<file path="src/rtl/axis_dwc_pkg.sv">
// Shared helpers for the AXI4-Stream width downsizer: lane arithmetic and the
// null-lane mask used to decide which narrow lanes are emitted.
package axis_dwc_pkg;

    localparam int KEEP_MAX   = 128;
    localparam int LANE_MAX   = 128;
    localparam int KEEP_IDX_W = 7;

    function automatic int lane_count(input int s, input int m);
        return (m > 0) ? (s / m) : 1;
    endfunction

    function automatic bit widths_ok(input int s, input int m);
        return (m >= 8) && (m % 8 == 0) && (s >= m) && (s % m == 0) && (s / 8 <= KEEP_MAX);
    endfunction

    function automatic int idx_width(input int ratio);
        return (ratio > 1) ? $clog2(ratio) : 1;
    endfunction

    // Bit n set when lane n (lane_bytes keep bits wide) carries no valid byte
    function automatic logic [LANE_MAX-1:0] null_lane_mask(
        input logic [KEEP_MAX-1:0] keep,
        input int                  lane_bytes,
        input int                  lanes
    );
        logic [LANE_MAX-1:0] any_set;
        logic [LANE_MAX-1:0] nul;
        any_set = '0;
        nul     = '0;
        for (int b = 0; b < KEEP_MAX; b++) begin
            if ((lane_bytes > 0) && (b < lanes * lane_bytes)) begin
                any_set[KEEP_IDX_W'(b / lane_bytes)] = any_set[KEEP_IDX_W'(b / lane_bytes)]
                                                     | keep[KEEP_IDX_W'(b)];
            end
        end
        for (int l = 0; l < LANE_MAX; l++) begin
            nul[KEEP_IDX_W'(l)] = (l < lanes) && !any_set[KEEP_IDX_W'(l)];
        end
        return nul;
    endfunction

endpackage

</file>
<file path="src/rtl/axis_lane_pick.sv">
// Priority encoder choosing which lanes of a wide beat are emitted.
// AXIS_DWN_SKIP_NULL_EN: also skip interior null lanes, not just trailing ones.
module axis_lane_pick
    import axis_dwc_pkg::*;
#(
    parameter int RATIO = 8,
    parameter int IDX_W = 3
) (
    input  logic [RATIO-1:0] i_nonnull,
    input  logic [IDX_W-1:0] i_idx,
    output logic [IDX_W-1:0] o_first_lane,
    output logic [IDX_W-1:0] o_next_lane,
    output logic [IDX_W-1:0] o_last_lane,
    output logic             o_final
);

    logic [IDX_W-1:0] w_last;

    // Highest non-null lane; lane 0 when the beat carries no bytes at all
    always_comb begin
        w_last = '0;
        for (int i = 0; i < RATIO; i++) begin
            w_last = i_nonnull[i] ? IDX_W'(i) : w_last;
        end
    end

`ifdef AXIS_DWN_SKIP_NULL_EN
    logic [IDX_W-1:0] w_low;
    logic [IDX_W-1:0] w_above;

    // Lowest non-null lane overall and lowest non-null lane above i_idx
    always_comb begin
        w_low   = '0;
        w_above = i_idx;
        for (int i = RATIO - 1; i >= 0; i--) begin
            w_low   = i_nonnull[i] ? IDX_W'(i) : w_low;
            w_above = (i_nonnull[i] && (IDX_W'(i) > i_idx)) ? IDX_W'(i) : w_above;
        end
    end

    assign o_first_lane = w_low;
    assign o_next_lane  = w_above;
`else
    assign o_first_lane = '0;
    assign o_next_lane  = i_idx + IDX_W'(1);
`endif

    assign o_last_lane = w_last;
    assign o_final     = (i_idx == w_last);

endmodule

</file>
<file path="src/rtl/axis_width_downsizer_pipe.sv">
// AXI4-Stream downsizer: one wide beat becomes up to RATIO narrow beats, no bubbles.
// AXIS_DWN_SKIP_NULL_EN (in axis_lane_pick) selects interior null-lane skipping.
module axis_width_downsizer_pipe
    import axis_dwc_pkg::*;
#(
    parameter int S_DATA_WIDTH = 64,
    parameter int M_DATA_WIDTH = 8,
    parameter int ID_WIDTH     = 1,
    parameter int DEST_WIDTH   = 1,
    parameter int USER_WIDTH   = 1,
    parameter int ID_EN        = 0,
    parameter int DEST_EN      = 0,
    parameter int USER_EN      = 0
) (
    input  logic                      aclk,
    input  logic                      areset_n,
    input  logic                      s_axis_tvalid,
    output logic                      s_axis_tready,
    input  logic [S_DATA_WIDTH-1:0]   s_axis_tdata,
    input  logic [S_DATA_WIDTH/8-1:0] s_axis_tkeep,
    input  logic                      s_axis_tlast,
    input  logic [ID_WIDTH-1:0]       s_axis_tid,
    input  logic [DEST_WIDTH-1:0]     s_axis_tdest,
    input  logic [USER_WIDTH-1:0]     s_axis_tuser,
    output logic                      m_axis_tvalid,
    input  logic                      m_axis_tready,
    output logic [M_DATA_WIDTH-1:0]   m_axis_tdata,
    output logic [M_DATA_WIDTH/8-1:0] m_axis_tkeep,
    output logic                      m_axis_tlast,
    output logic [ID_WIDTH-1:0]       m_axis_tid,
    output logic [DEST_WIDTH-1:0]     m_axis_tdest,
    output logic [USER_WIDTH-1:0]     m_axis_tuser
);

    localparam int RATIO    = lane_count(S_DATA_WIDTH, M_DATA_WIDTH);
    localparam int IDX_W    = idx_width(RATIO);
    localparam int S_KEEP_W = S_DATA_WIDTH / 8;
    localparam int M_KEEP_W = M_DATA_WIDTH / 8;

    if (!widths_ok(S_DATA_WIDTH, M_DATA_WIDTH)) begin : g_width_check
        $error("axis_width_downsizer_pipe: S_DATA_WIDTH must be a multiple of M_DATA_WIDTH, itself a multiple of 8");
    end

    logic [S_DATA_WIDTH-1:0] r_data;
    logic [S_KEEP_W-1:0]     r_keep;
    logic                    r_last;
    logic [ID_WIDTH-1:0]     r_id;
    logic [DEST_WIDTH-1:0]   r_dest;
    logic [USER_WIDTH-1:0]   r_user;
    logic                    r_hold_valid;
    logic [IDX_W-1:0]        r_idx;

    logic [RATIO-1:0]        w_hold_nonnull;
    logic [RATIO-1:0]        w_in_nonnull;
    logic [IDX_W-1:0]        w_in_first_lane;
    logic [IDX_W-1:0]        w_next_lane;
    logic [IDX_W-1:0]        w_last_lane;
    logic                    w_final;
    logic                    w_in_any;
    logic                    w_accept;
    logic                    w_m_hs;
    logic [M_DATA_WIDTH-1:0] w_lane_data;
    logic [M_KEEP_W-1:0]     w_lane_keep;

    logic [IDX_W-1:0]        w_unused_hold_first;
    logic [IDX_W-1:0]        w_unused_in_next;
    logic [IDX_W-1:0]        w_unused_in_last;
    logic                    w_unused_in_final;
    logic                    w_unused_sideband;

    // Sideband inputs are ignored when their enable is off
    assign w_unused_sideband = ^{s_axis_tid, s_axis_tdest, s_axis_tuser};

    assign w_hold_nonnull = RATIO'(~null_lane_mask(KEEP_MAX'(r_keep), M_KEEP_W, RATIO));
    assign w_in_nonnull   = RATIO'(~null_lane_mask(KEEP_MAX'(s_axis_tkeep), M_KEEP_W, RATIO));
    assign w_in_any       = |s_axis_tkeep;

    axis_lane_pick #(
        .RATIO (RATIO),
        .IDX_W (IDX_W)
    ) u_pick_hold (
        .i_nonnull    (w_hold_nonnull),
        .i_idx        (r_idx),
        .o_first_lane (w_unused_hold_first),
        .o_next_lane  (w_next_lane),
        .o_last_lane  (w_last_lane),
        .o_final      (w_final)
    );

    axis_lane_pick #(
        .RATIO (RATIO),
        .IDX_W (IDX_W)
    ) u_pick_in (
        .i_nonnull    (w_in_nonnull),
        .i_idx        ({IDX_W{1'b0}}),
        .o_first_lane (w_in_first_lane),
        .o_next_lane  (w_unused_in_next),
        .o_last_lane  (w_unused_in_last),
        .o_final      (w_unused_in_final)
    );

    // A new beat may enter in the same cycle the last lane of the held beat leaves
    assign s_axis_tready = areset_n && (!r_hold_valid || (m_axis_tready && w_final));
    assign w_accept      = s_axis_tvalid && s_axis_tready;
    assign w_m_hs        = r_hold_valid && m_axis_tready;

    // Select the current lane's bytes from the holding register
    always_comb begin
        w_lane_data = '0;
        w_lane_keep = '0;
        for (int i = 0; i < RATIO; i++) begin
            w_lane_data = (r_idx == IDX_W'(i)) ? r_data[i*M_DATA_WIDTH +: M_DATA_WIDTH] : w_lane_data;
            w_lane_keep = (r_idx == IDX_W'(i)) ? r_keep[i*M_KEEP_W +: M_KEEP_W] : w_lane_keep;
        end
    end

    assign m_axis_tvalid = r_hold_valid;
    assign m_axis_tdata  = r_hold_valid ? w_lane_data : '0;
    assign m_axis_tkeep  = r_hold_valid ? w_lane_keep : '0;
    assign m_axis_tlast  = r_hold_valid && r_last && w_final;
    assign m_axis_tid    = r_hold_valid ? r_id : '0;
    assign m_axis_tdest  = r_hold_valid ? r_dest : '0;
    assign m_axis_tuser  = r_hold_valid ? r_user : '0;

    // Holding register: load on accept, step through lanes on master handshakes
    always_ff @(posedge aclk) begin
        if (!areset_n) begin
            r_data       <= '0;
            r_keep       <= '0;
            r_last       <= 1'b0;
            r_id         <= '0;
            r_dest       <= '0;
            r_user       <= '0;
            r_hold_valid <= 1'b0;
            r_idx        <= '0;
        end else if (w_accept) begin
            // An empty beat survives only to carry a packet boundary
            r_hold_valid <= w_in_any || s_axis_tlast;
            r_idx        <= w_in_first_lane;
            r_data       <= w_in_any ? s_axis_tdata : '0;
            r_keep       <= s_axis_tkeep;
            r_last       <= s_axis_tlast;
            r_id         <= (ID_EN != 0) ? s_axis_tid : '0;
            r_dest       <= (DEST_EN != 0) ? s_axis_tdest : '0;
            r_user       <= (USER_EN != 0) ? s_axis_tuser : '0;
        end else if (w_m_hs) begin
            if (w_final) begin
                r_hold_valid <= 1'b0;
                r_idx        <= '0;
            end else begin
                r_idx        <= w_next_lane;
            end
        end
    end

endmodule
</file>
<file path="config.mk">
export PLATFORM = sky130hd
export DESIGN_NAME = axis_width_downsizer_pipe
export DESIGN_NICKNAME = d
export VERILOG_FILES = /design/src/rtl/axis_dwc_pkg.sv /design/src/rtl/axis_lane_pick.sv /design/src/rtl/axis_width_downsizer_pipe.sv
export SDC_FILE = /design/constraint.sdc
export NUM_CORES = 1
export LEC_CHECK = 0
export BUFFER_PORTS_ARGS = -buffer_cell sky130_fd_sc_hd__buf_4
export CAP_MARGIN = 5
export CORE_AREA = 3 3 93 95
export CTS_CLUSTER_SIZE = 28
export DETAILED_ROUTE_END_ITERATION = 8
export DIE_AREA = 0 0 96 98
export PLACE_DENSITY = 0.74
export SYNTH_ARGS = -nofsm -noshare
export SYNTH_HDL_FRONTEND = slang
export SYNTH_SLANG_ARGS = --single-unit
</file>
<file path="constraint.sdc">
create_clock -name aclk -period 2.25 [get_ports aclk]
set_clock_uncertainty 0.05 [all_clocks]
set_input_delay 0.225 -clock aclk [delete_from_list [all_inputs] [get_ports aclk]]
set_output_delay 0.225 -clock aclk [all_outputs]
set_load 0.005 [all_outputs]
</file>
==> qor.yml <==
setup_viol: 83
vias: 4017
leakage_nw: 2.37
combPwrFrac_pct: 23.5
drv_cap: 0
clock-sinks: 77
ys.flop_type: "dfxtp_1"
synth_cells: 438
swShare_pct: 28.1
grt_pass1_wl_mm: 18.0
ys_seq_elements: 77
root_buffer: "clkbuf_8"
grt_usage_pct: 24.9
pin_count: 95
status: "finished with violations"
core-area_sq_mm: 0.00781
cp_max_fo: 4
ys_async_sr_fraction_pct: 0
critPathCaptureType: "output pin"
die_area_sq_mm: 0.00941
cts_tree: "yes"
final_max_slew_viol_count: 0
grt_max_degree: 44
final_antenna_net_count: 0
failed_checks: "setup timing"
drtIter0Drc: 316
pwr-share-clk_pct: 31.7
drc: 0
r2r_slack_ps: -150
die_h_um: 98
first_global_vias: 3644
worst-setup-path-type: "flop to output pin"
syn_to_final_growth_pct: 52.5
vias_per_cell: 5.87
tns_ps: -6020
cp_data_arrival_time_ps: 2150
cts_inserted_buffers: 9
drive_gt1_share_pct: 40.2
fill_cells: 535
gp_congestion: 0.830
p_per_area_mw_per_mm2: 604
wire_per_inst_um: 19.5
total_power_mw: 3.43
antenna_cells: 0
startpoint_type: "flop"
yosys_warnings: 0
holdPathStages: 2
multiInputGateArea_sq_mm: 0.00234
finalHoldViolCount: 0
synth_edf_count: 0
postSynthAreaPerCell_sq_um: 8.51
routed_wl_mm: 13.3
seqCellArea_sq_mm: 0.00155
seq_power_share_pct: 44.8
place_hpwl_mm: 7.46
rsz0062_at_grt: "yes"
port_buffers: 88
grt_overflow: 0
dr.pass1.iters: 5
synth-seq-area-share_pct: 41.3
worstSkewPairLatency_ps: 350
required_ps: 1980
slew_headroom_pct: 55.6
die_w_um: 96
synth_cell_types: 42
h-tree-depth: 3
cp_slowest_cell: "or4_4"
max_freq_mhz: 412
path_clk_slew_ps: 80
fin_crit_sh_pct: 108
fin_ws_ps: -179
initial_core_util_pct: 47.8
internal_power_mw: 2.47
rows: 32
hold_path.class: "input port to flop"
min_period_ps: 2430
antenna_found_initial: 0
slowest_delay_ps: 560
r2r_cells: 9
syn_area_sq_mm: 0.00373
finalNetCount: 663
worstMarginPinSlew_ps: 660
p_switching_mw: 0.964
crit_chain: "or4_4 -> o31ai_4 -> a22oi_2 -> o31ai_2 -> and2_1 -> buf_4"
clk_path_buf_depth: 2
peakVddDrop_mv: 0.394
==> stage by stage <==
step	hold slack [ps]	util, %	setup slack, ps	std cells	cell area, sq um
floorplan	300	-	37.9	440	3740
global placement	385	59.0	-18.6	624	4610
detailed placement	390	59.0	-135	624	4610
CTS	10.4	68.3	-121	665	5330
global route	22.0	72.8	-231	684	5690
finish	26.5	72.8	-179	684	5690
==> layout by cell type (no fill, tap or decap), drive strengths merged, types with 2 or more instances in the layout <==
master    n
a21boi    3
a21oi     9
a22o     30
a311oi    9
and2      2
buf     154
clkbuf   16
clkinv    2
conb      3
dfxtp    77
ha        6
inv       6
mux2i    43
nand2   123
nand2b   11
nor2     28
nor2b     3
nor4      2
o211ai    9
o21ai    14
o221ai    9
o22ai     2
o31ai     4
or4       2
==> synthesized netlist by cell type, types with 2 or more instances <==
master	count	area share, %
a21boi_0	2	0.40
a21oi_1	9	1.2
a22o_1	30	7.0
a311oi_1	9	2.1
and2_1	2	0.34
buf_2	4	0.54
buf_4	3	0.60
buf_6	5	1.5
clkbuf_1	20	2.0
dfxtp_1	77	41
ha_1	6	2.0
inv_1	6	0.60
mux2i_1	43	12
nand2_1	123	12
nand2b_1	11	1.8
nor2_1	27	2.7
nor2b_1	3	0.50
nor4_1	2	0.34
o211ai_1	9	1.8
o21ai_0	13	1.7
o221ai_1	9	2.1
o22ai_1	2	0.34
o31ai_1	3	0.60
or4_1	2	0.40
==> layer usage <==
layer	share of wire [%]	vias up	global-route usage [%]
met3	7.0	49	4.70
met1	41	1930	32.5
met2	48	214	40.0
met4	4.0	0	10.1
met5	0	-	0
li1	-	1824	-
==> power groups by stage <==
stage	clock network [mW]	logic, mW	registers, mW
floorplan	0	0.323	1.54
global placement	0	0.543	1.55
detailed placement	0	0.558	1.55
CTS	1.09	0.721	1.53
global route	1.15	0.852	1.55
finish	1.09	0.808	1.54
==> state kept, by name, summed over array words and instances (netlist names) <==
signal and count:
r_data 64, r_idx 3, r_last 1, r_keep 8
m_axis_tvalid 1
==> path summary, 6_finish.rpt <==
kind                                        from       endpoint
worst max-delay path                   r_keep[5]  s_axis_tready
worst min-delay path            s_axis_tdata[41]     r_data[41]
worst max register to register         r_keep[5]     r_data[11]
worst min register to register         r_data[6]      r_data[6]
==> critical path: cells and delay by family, from the launching register on <==
kind,cells,cell delay [ps]
AOI/OAI and AO/OA,3,630
buffers and inverters,1,110
DFF,1,340
and+or+nand+nor,2,730
==> cell families (layout without fill, tap and decap cells) <==
logic type	Yosys count	after routing	synth area share (%)
other	1	3	0.101
and+or+nand+nor	177	178	19.7
adders and majority gates	6	6	2.01
muxes	43	43	11.5
AOI/OAI and AO/OA	95	95	20.0
DFF	77	77	41.3
buffers and inverters	39	180	5.37
==> layout make-up <==
class                   instances  share of cell area (%)
clock buffers                  13                    2.79
multi-input cells             325                    41.2
repair buffers                157                    25.0
clock inverters                 3                   0.770
well taps                     102                    2.24
inverters                       7                   0.616
flip-flops and latches         77                    27.3
==> timing repair <==
action                                  4_1_cts  5_1_grt
endpoints found under the hold margin         0        0
setup buffers                                20       17
gates resized for setup                      71       52
endpoints found under the setup margin       84       87
pin swaps                                    23       23
cloned                                        5        4
hold buffers                                  0        0
(Power assumes the default switching activity.)
